===== config.mk =====
export PLATFORM = sky130hd
export DESIGN_NAME = riscv_soc_test_ctrl_flat
export DESIGN_NICKNAME = d
export VERILOG_FILES = /design/src/rtl/riscv_soc_test_ctrl_if.sv /design/src/rtl/riscv_soc_test_ctrl.sv /design/src/flat_wrapper.sv
export SDC_FILE = /design/constraint.sdc
export NUM_CORES = 1
export LEC_CHECK = 0
export BUFFER_PORTS_ARGS = -buffer_cell sky130_fd_sc_hd__buf_4
export CAP_MARGIN = 20
export CELL_PAD_IN_SITES_DETAIL_PLACEMENT = 0
export CELL_PAD_IN_SITES_GLOBAL_PLACEMENT = 1
export CORE_UTILIZATION = 39
export DETAILED_ROUTE_END_ITERATION = 12
export PLACE_DENSITY = 0.9
export SYNTH_ARGS = -nofsm -noshare
export SYNTH_HDL_FRONTEND = slang
export SYNTH_SLANG_ARGS = --single-unit

===== constraint.sdc =====
create_clock -name clk -period 5.5 [get_ports clk]
set_input_delay 0.275 -clock clk [delete_from_list [all_inputs] [get_ports clk]]
set_output_delay 0.275 -clock clk [all_outputs]
set_load 0.02 [all_outputs]

===== src/rtl/riscv_soc_test_ctrl_if.sv =====
// Core bus snoop bundle: instruction fetch and data access as seen by the test controller.
interface riscv_soc_test_ctrl_if #(
    parameter int ADDR_W = 32,
    parameter int DATA_W = 32
);
    logic              inst_ce;
    logic [ADDR_W-1:0] inst_addr;
    logic              data_ce;
    logic              data_we;
    logic [ADDR_W-1:0] data_addr;
    logic [DATA_W-1:0] data_wdata;

    modport master (output inst_ce, inst_addr, data_ce, data_we, data_addr, data_wdata);
    modport slave  (input  inst_ce, inst_addr, data_ce, data_we, data_addr, data_wdata);
endinterface


===== src/rtl/riscv_soc_test_ctrl.sv =====
// SoC test controller: sequences core reset, snoops the core buses and latches a
// pass/fail/timeout/hang verdict with cycle and store counts.
module riscv_soc_test_ctrl #(
    parameter int                ADDR_W      = 32,
    parameter int                DATA_W      = 32,
    parameter int                CNT_W       = 32,
    parameter int                RST_CYCLES  = 4,
    parameter int                TIMEOUT     = 100000,
    parameter int                HANG_CYCLES = 64,
    parameter logic [ADDR_W-1:0] TOHOST_ADDR = ADDR_W'(32'h0000_0100)
) (
    input  logic                 clk,
    input  logic                 rst,
    input  logic                 start,
    riscv_soc_test_ctrl_if.slave bus,
    output logic                 cpu_rst,
    output logic                 done,
    output logic                 pass,
    output logic [2:0]           status,
    output logic [DATA_W-1:0]    fail_code,
    output logic [CNT_W-1:0]     cycle_cnt,
    output logic [CNT_W-1:0]     store_cnt
);
    typedef enum logic [2:0] {
        S_RESET   = 3'd0,
        S_RUN     = 3'd1,
        S_PASS    = 3'd2,
        S_FAIL    = 3'd3,
        S_TIMEOUT = 3'd4,
        S_HANG    = 3'd5
    } state_t;

    localparam int RC_W = (RST_CYCLES > 1) ? $clog2(RST_CYCLES) : 1;
    localparam int HC_W = $clog2(HANG_CYCLES);
    localparam logic [RC_W-1:0]  RC_LAST = RC_W'(RST_CYCLES - 1);
    // Trip when this repeat brings the count up to HANG_CYCLES-1.
    localparam logic [HC_W-1:0]  HC_TRIP = HC_W'(HANG_CYCLES - 2);
    localparam logic [CNT_W-1:0] TO_LAST = CNT_W'(TIMEOUT - 1);

    state_t            state;
    state_t            term;
    logic [RC_W-1:0]   rst_cnt;
    logic [HC_W-1:0]   hang_cnt;
    logic [ADDR_W-1:0] prev_addr;
    logic              store, sig, repeat_fetch;

    assign status       = state;
    assign store        = bus.data_ce & bus.data_we;
    assign sig          = store && (bus.data_addr == TOHOST_ADDR) && (bus.data_wdata != '0);
    assign repeat_fetch = bus.inst_ce && (bus.inst_addr == prev_addr);

    // Verdict for this RUN edge; S_RUN means keep running.
    always_comb begin
        term = S_RUN;
        if (sig)
            term = (bus.data_wdata == DATA_W'(1)) ? S_PASS : S_FAIL;
        else if (repeat_fetch && hang_cnt == HC_TRIP)
            term = S_HANG;
        else if (cycle_cnt == TO_LAST)
            term = S_TIMEOUT;
    end

    always_ff @(posedge clk or posedge rst) begin
        if (rst) begin
            state     <= S_RESET;
            cpu_rst   <= 1'b1;
            done      <= 1'b0;
            pass      <= 1'b0;
            fail_code <= '0;
            cycle_cnt <= '0;
            store_cnt <= '0;
            rst_cnt   <= '0;
            hang_cnt  <= '0;
            prev_addr <= '0;
        end else begin
            case (state)
                S_RESET: begin
                    if (rst_cnt == RC_LAST) begin
                        state   <= S_RUN;
                        cpu_rst <= 1'b0;
                        rst_cnt <= '0;
                    end else begin
                        rst_cnt <= rst_cnt + 1'b1;
                    end
                end
                S_RUN: begin
                    cycle_cnt <= cycle_cnt + 1'b1;
                    if (store) store_cnt <= store_cnt + 1'b1;
                    if (bus.inst_ce) prev_addr <= bus.inst_addr;
                    hang_cnt <= repeat_fetch ? hang_cnt + 1'b1 : '0;
                    if (term != S_RUN) begin
                        state   <= term;
                        done    <= 1'b1;
                        cpu_rst <= 1'b1;
                        pass    <= (term == S_PASS);
                        if (term == S_FAIL) fail_code <= bus.data_wdata >> 1;
                    end
                end
                default: begin
                    // Terminal: everything frozen until a re-run is requested.
                    if (start) begin
                        state     <= S_RESET;
                        done      <= 1'b0;
                        pass      <= 1'b0;
                        fail_code <= '0;
                        cycle_cnt <= '0;
                        store_cnt <= '0;
                        rst_cnt   <= '0;
                        hang_cnt  <= '0;
                        prev_addr <= '0;
                    end
                end
            endcase
        end
    end
endmodule


===== src/flat_wrapper.sv =====
// flat-port wrapper written by rule: the top's interface ports become plain ports
module riscv_soc_test_ctrl_flat 
#(
    parameter int                ADDR_W      = 32,
    parameter int                DATA_W      = 32,
    parameter int                CNT_W       = 32,
    parameter int                RST_CYCLES  = 4,
    parameter int                TIMEOUT     = 100000,
    parameter int                HANG_CYCLES = 64,
    parameter logic [ADDR_W-1:0] TOHOST_ADDR = ADDR_W'(32'h0000_0100)
)
  (clk, rst, start, cpu_rst, done, pass, status, fail_code, cycle_cnt, store_cnt, bus_inst_ce, bus_inst_addr, bus_data_ce, bus_data_we, bus_data_addr, bus_data_wdata);
  riscv_soc_test_ctrl_if #(.ADDR_W(ADDR_W), .DATA_W(DATA_W)) bus_i ();
  input  logic clk;
  input  logic rst;
  input  logic start;
  output logic cpu_rst;
  output logic done;
  output logic pass;
  output logic [2:0] status;
  output logic [DATA_W-1:0] fail_code;
  output logic [CNT_W-1:0] cycle_cnt;
  output logic [CNT_W-1:0] store_cnt;
  input wire logic [$bits(bus_i.inst_ce)-1:0] bus_inst_ce;
  input wire logic [$bits(bus_i.inst_addr)-1:0] bus_inst_addr;
  input wire logic [$bits(bus_i.data_ce)-1:0] bus_data_ce;
  input wire logic [$bits(bus_i.data_we)-1:0] bus_data_we;
  input wire logic [$bits(bus_i.data_addr)-1:0] bus_data_addr;
  input wire logic [$bits(bus_i.data_wdata)-1:0] bus_data_wdata;
  assign bus_i.inst_ce = bus_inst_ce;
  assign bus_i.inst_addr = bus_inst_addr;
  assign bus_i.data_ce = bus_data_ce;
  assign bus_i.data_we = bus_data_we;
  assign bus_i.data_addr = bus_data_addr;
  assign bus_i.data_wdata = bus_data_wdata;
  riscv_soc_test_ctrl #(.ADDR_W(ADDR_W), .DATA_W(DATA_W), .CNT_W(CNT_W), .RST_CYCLES(RST_CYCLES), .TIMEOUT(TIMEOUT), .HANG_CYCLES(HANG_CYCLES), .TOHOST_ADDR(TOHOST_ADDR)) u_core (.clk(clk), .rst(rst), .start(start), .bus(bus_i), .cpu_rst(cpu_rst), .done(done), .pass(pass), .status(status), .fail_code(fail_code), .cycle_cnt(cycle_cnt), .store_cnt(store_cnt));
endmodule

==> results.tsv <==
metric	value	unit
status	finished, violations left	
failing checks	DRC	
clk sinks	141	
Final Cycle Share	0.570	
CP delay by family, top	simple AND/OR/NAND/NOR gates	
fraction of layout cells with a size suffix above 1	0.249	
syn nets	915	
number of remaining DRC errors	8	
Final HPWL DP	13600	microns
Synth Area in XOR/XNOR	0.0657	
final worst slack	2370	ps
clock root buffer	clkbuf_16	
Netlist Area Pre-Place	7330	sq um
PortBufs	202	
setup tns final	0	ps
slew of the pin with the lowest slew margin	969	ps
Fillers	1678	
vias	6483	
Pleak	4.46	nW
R2R Setup Slk	2370	ps
Antenna Cells	0	
clk_skew	10.6	ps
WS Path Type	reg2reg	
Critical path buffers and inverters	1	
Die W	139	microns
multi-input logic area	3490	sq um
drt pass-1 iters	9	
worst reg-to-reg path cell count	6	
Slew Limit Fails	0	
global placement routability congestion	0.792	
height of the die	139	microns
number of H-tree levels	4	
DR top layer	met4	
Seq/Total Area, Yosys	0.481	
top-area cell type share of the netlist area	0.478	
total grt overflow	0	
Synth Area in Adders	0.00853	
largest net degree at the start of global routing	86	
# rows	49	
Longest Clk Path Bufs	2	
met3 routed WL	1370	microns
most common cell after layout, fill and taps aside	buf_4	
max-cap violations	0	
crit path launch type	flip-flop	
Clock Latency Late Sink	420	ps
CP max-delay cell	or4_1	
pre-CTS setup slack	2360	ps
Post-Syn Area per Cell	9.08	sq um
total power per unit cell area	260	nW/um^2
# placed instances	1206	
hold crit path type	in2async	
Initial Utilization	0.403	
register area	3530	sq um
Synth area leaders	dfrtp_1 48%, nand2_1 7.5%, xnor2_1 5.3%, mux2i_1 4.5%, o21ai_0 4.3%	
timing-limited maximum frequency	319	MHz
vias in the first global route	6274	
Yosys cell types	57	
Post-synth EDFFs	0	
Simple-Gate Fraction of Synth Area	0.240	
Num CTS Buffers	17	
post-CTS setup buffer count	0	
Max stage delay on crit path	820	ps
Gate Count Post-Synth	808	
drt initial violations	319	
flops & latches, synth	141	
start point of the critical path	u_core.status[1]	
Total Nets Final	1103	
Routed Wire Length	19300	microns
CP Depth	6	
Post-CTS Hold Buffers	0	
critical path endpoint category	flip-flop	
clk slew on worst S/H paths	60	ps
mux share of post-synthesis cell area	0.0466	
Die ar.	19400	sq um
Final min period	3130	ps
initial antenna violation count	0	
Synth area leader	dfrtp_1	
RR Endpoint	u_core.cycle_cnt[25]	
Final setup violation count	0	
main flop type after synthesis	dfrtp_1	
Area Growth Syn to Fin	31.1	%
largest family of logic cells by synthesized area	simple AND/OR/NAND/NOR gates	
final hold vios	0	
post-route insts no fill	1236	
RSZ-0062 raised after global routing	false	
number of I/O pins	204	
post-route ant nets	0	
met1 WL	8780	microns
first-pass GRT wire length	32300	microns
crit-path max FO	56	
CTS tree	yes	
maximum vdd drop	0.000212	V
Slew Limit Headroom	0.354	
routed len/inst	15.6	microns
critical path, cell by cell	o21a_2 -> buf_4 -> o2111ai_1 -> or4_1 -> or3_1 -> a21oi_1	
metal2 WL	9000	microns
Data required, critical path	5840	ps
post-CTS sizing	0	
core box area	18200	sq um
CP endpoint	u_core.cycle_cnt[25]	
compound-cell area share of the yosys netlist	0.111	
r2r startpoint	u_core.status[1]	
Via density	5.25	
most frequent cells in the layout	207 x buf_4, 147 x nand2_1, 140 x dfrtp_1	
worst path arrival time	3470	ps
Syn. warnings	0	
async set or reset register ratio after synthesis	1.00	
global-route usage over all layers	0.207	
-- kinds of logic after synthesis --
logic type	count (synthesis)
xor+xnor	55
flops	141
buf+inv	84
simple gates	352
fa+ha+maj	5
other cells	1
compound gates	136
mux	34
-- area by class of cell --
| type | instances | share of cell area |
|---|---|---|
| clock inverter | 12 | 0.0154 |
| timing repair buffer | 207 | 0.162 |
| inverter | 46 | 0.0185 |
| tap | 229 | 0.0298 |
| multi-input combinational | 583 | 0.363 |
| clock buffer | 18 | 0.0446 |
| sequential | 141 | 0.367 |
-- synthesized netlist by cell type, types with 5 or more instances --
master	instances
or3_1	19
nand2_1	147
or4_1	15
o21ai_0	63
xor2_1	11
inv_1	46
ha_1	5
nor3_1	14
and2_1	6
nor2_1	42
clkbuf_1	28
nand3_1	22
nor4_1	26
mux2i_1	33
xnor2_1	44
o31ai_1	6
nand4_1	34
dfrtp_1	140
a21oi_1	32
and3_1	10
-- stage by stage --
step | area (sq um) | total power, W | utilization | hold WS [ps]
after floorplan | 7330 | 0.00125 | - | 392
after global placement | 9040 | 0.00136 | 0.496 | 471
after detailed placement | 9040 | 0.00137 | 0.496 | 474
after CTS | 9610 | 0.00252 | 0.528 | 17.7
after global routing | 9610 | 0.00260 | 0.528 | 52.1
final | 9610 | 0.00250 | 0.528 | 1.57
-- flip-flops by register name (all words and copies together), names as in the netlist --
register and cells:
u_core.store_cnt 32, u_core.status 3, u_core.cpu_rst 1, u_core.rst_cnt 2, u_core.fail_code 31, u_core.done 1, u_core.hang_cnt 6, u_core.cycle_cnt 32
u_core.pass 1, u_core.prev_addr 32
-- power by group --
part           leakage, nW  internal [W]  total (W)  switching, W
clock                0.282      0.000705    0.00115      0.000448
combinational         2.31      0.000114   0.000236      0.000122
sequential            1.87       0.00107    0.00111     0.0000411
-- worst min-delay path by stage --
stage	to	slack, ps	cells after the start
finish	u_core.fail_code[27]	2	2
global route	u_core.fail_code[24]	50	2
CTS	u_core.prev_addr[8]	20	2
detailed placement	u_core.fail_code[24]	470	2
global placement	u_core.fail_code[27]	470	2
floorplan	u_core.prev_addr[0]	390	2
-- routing by layer --
layer  global-route usage  vias up
li1                     -     3221
met1                0.278     3088
met2                0.318      162
met3               0.0708       12
met4               0.0579        0
met5                    0        -
No activity file was read; power rests on OpenSTA's default activity.
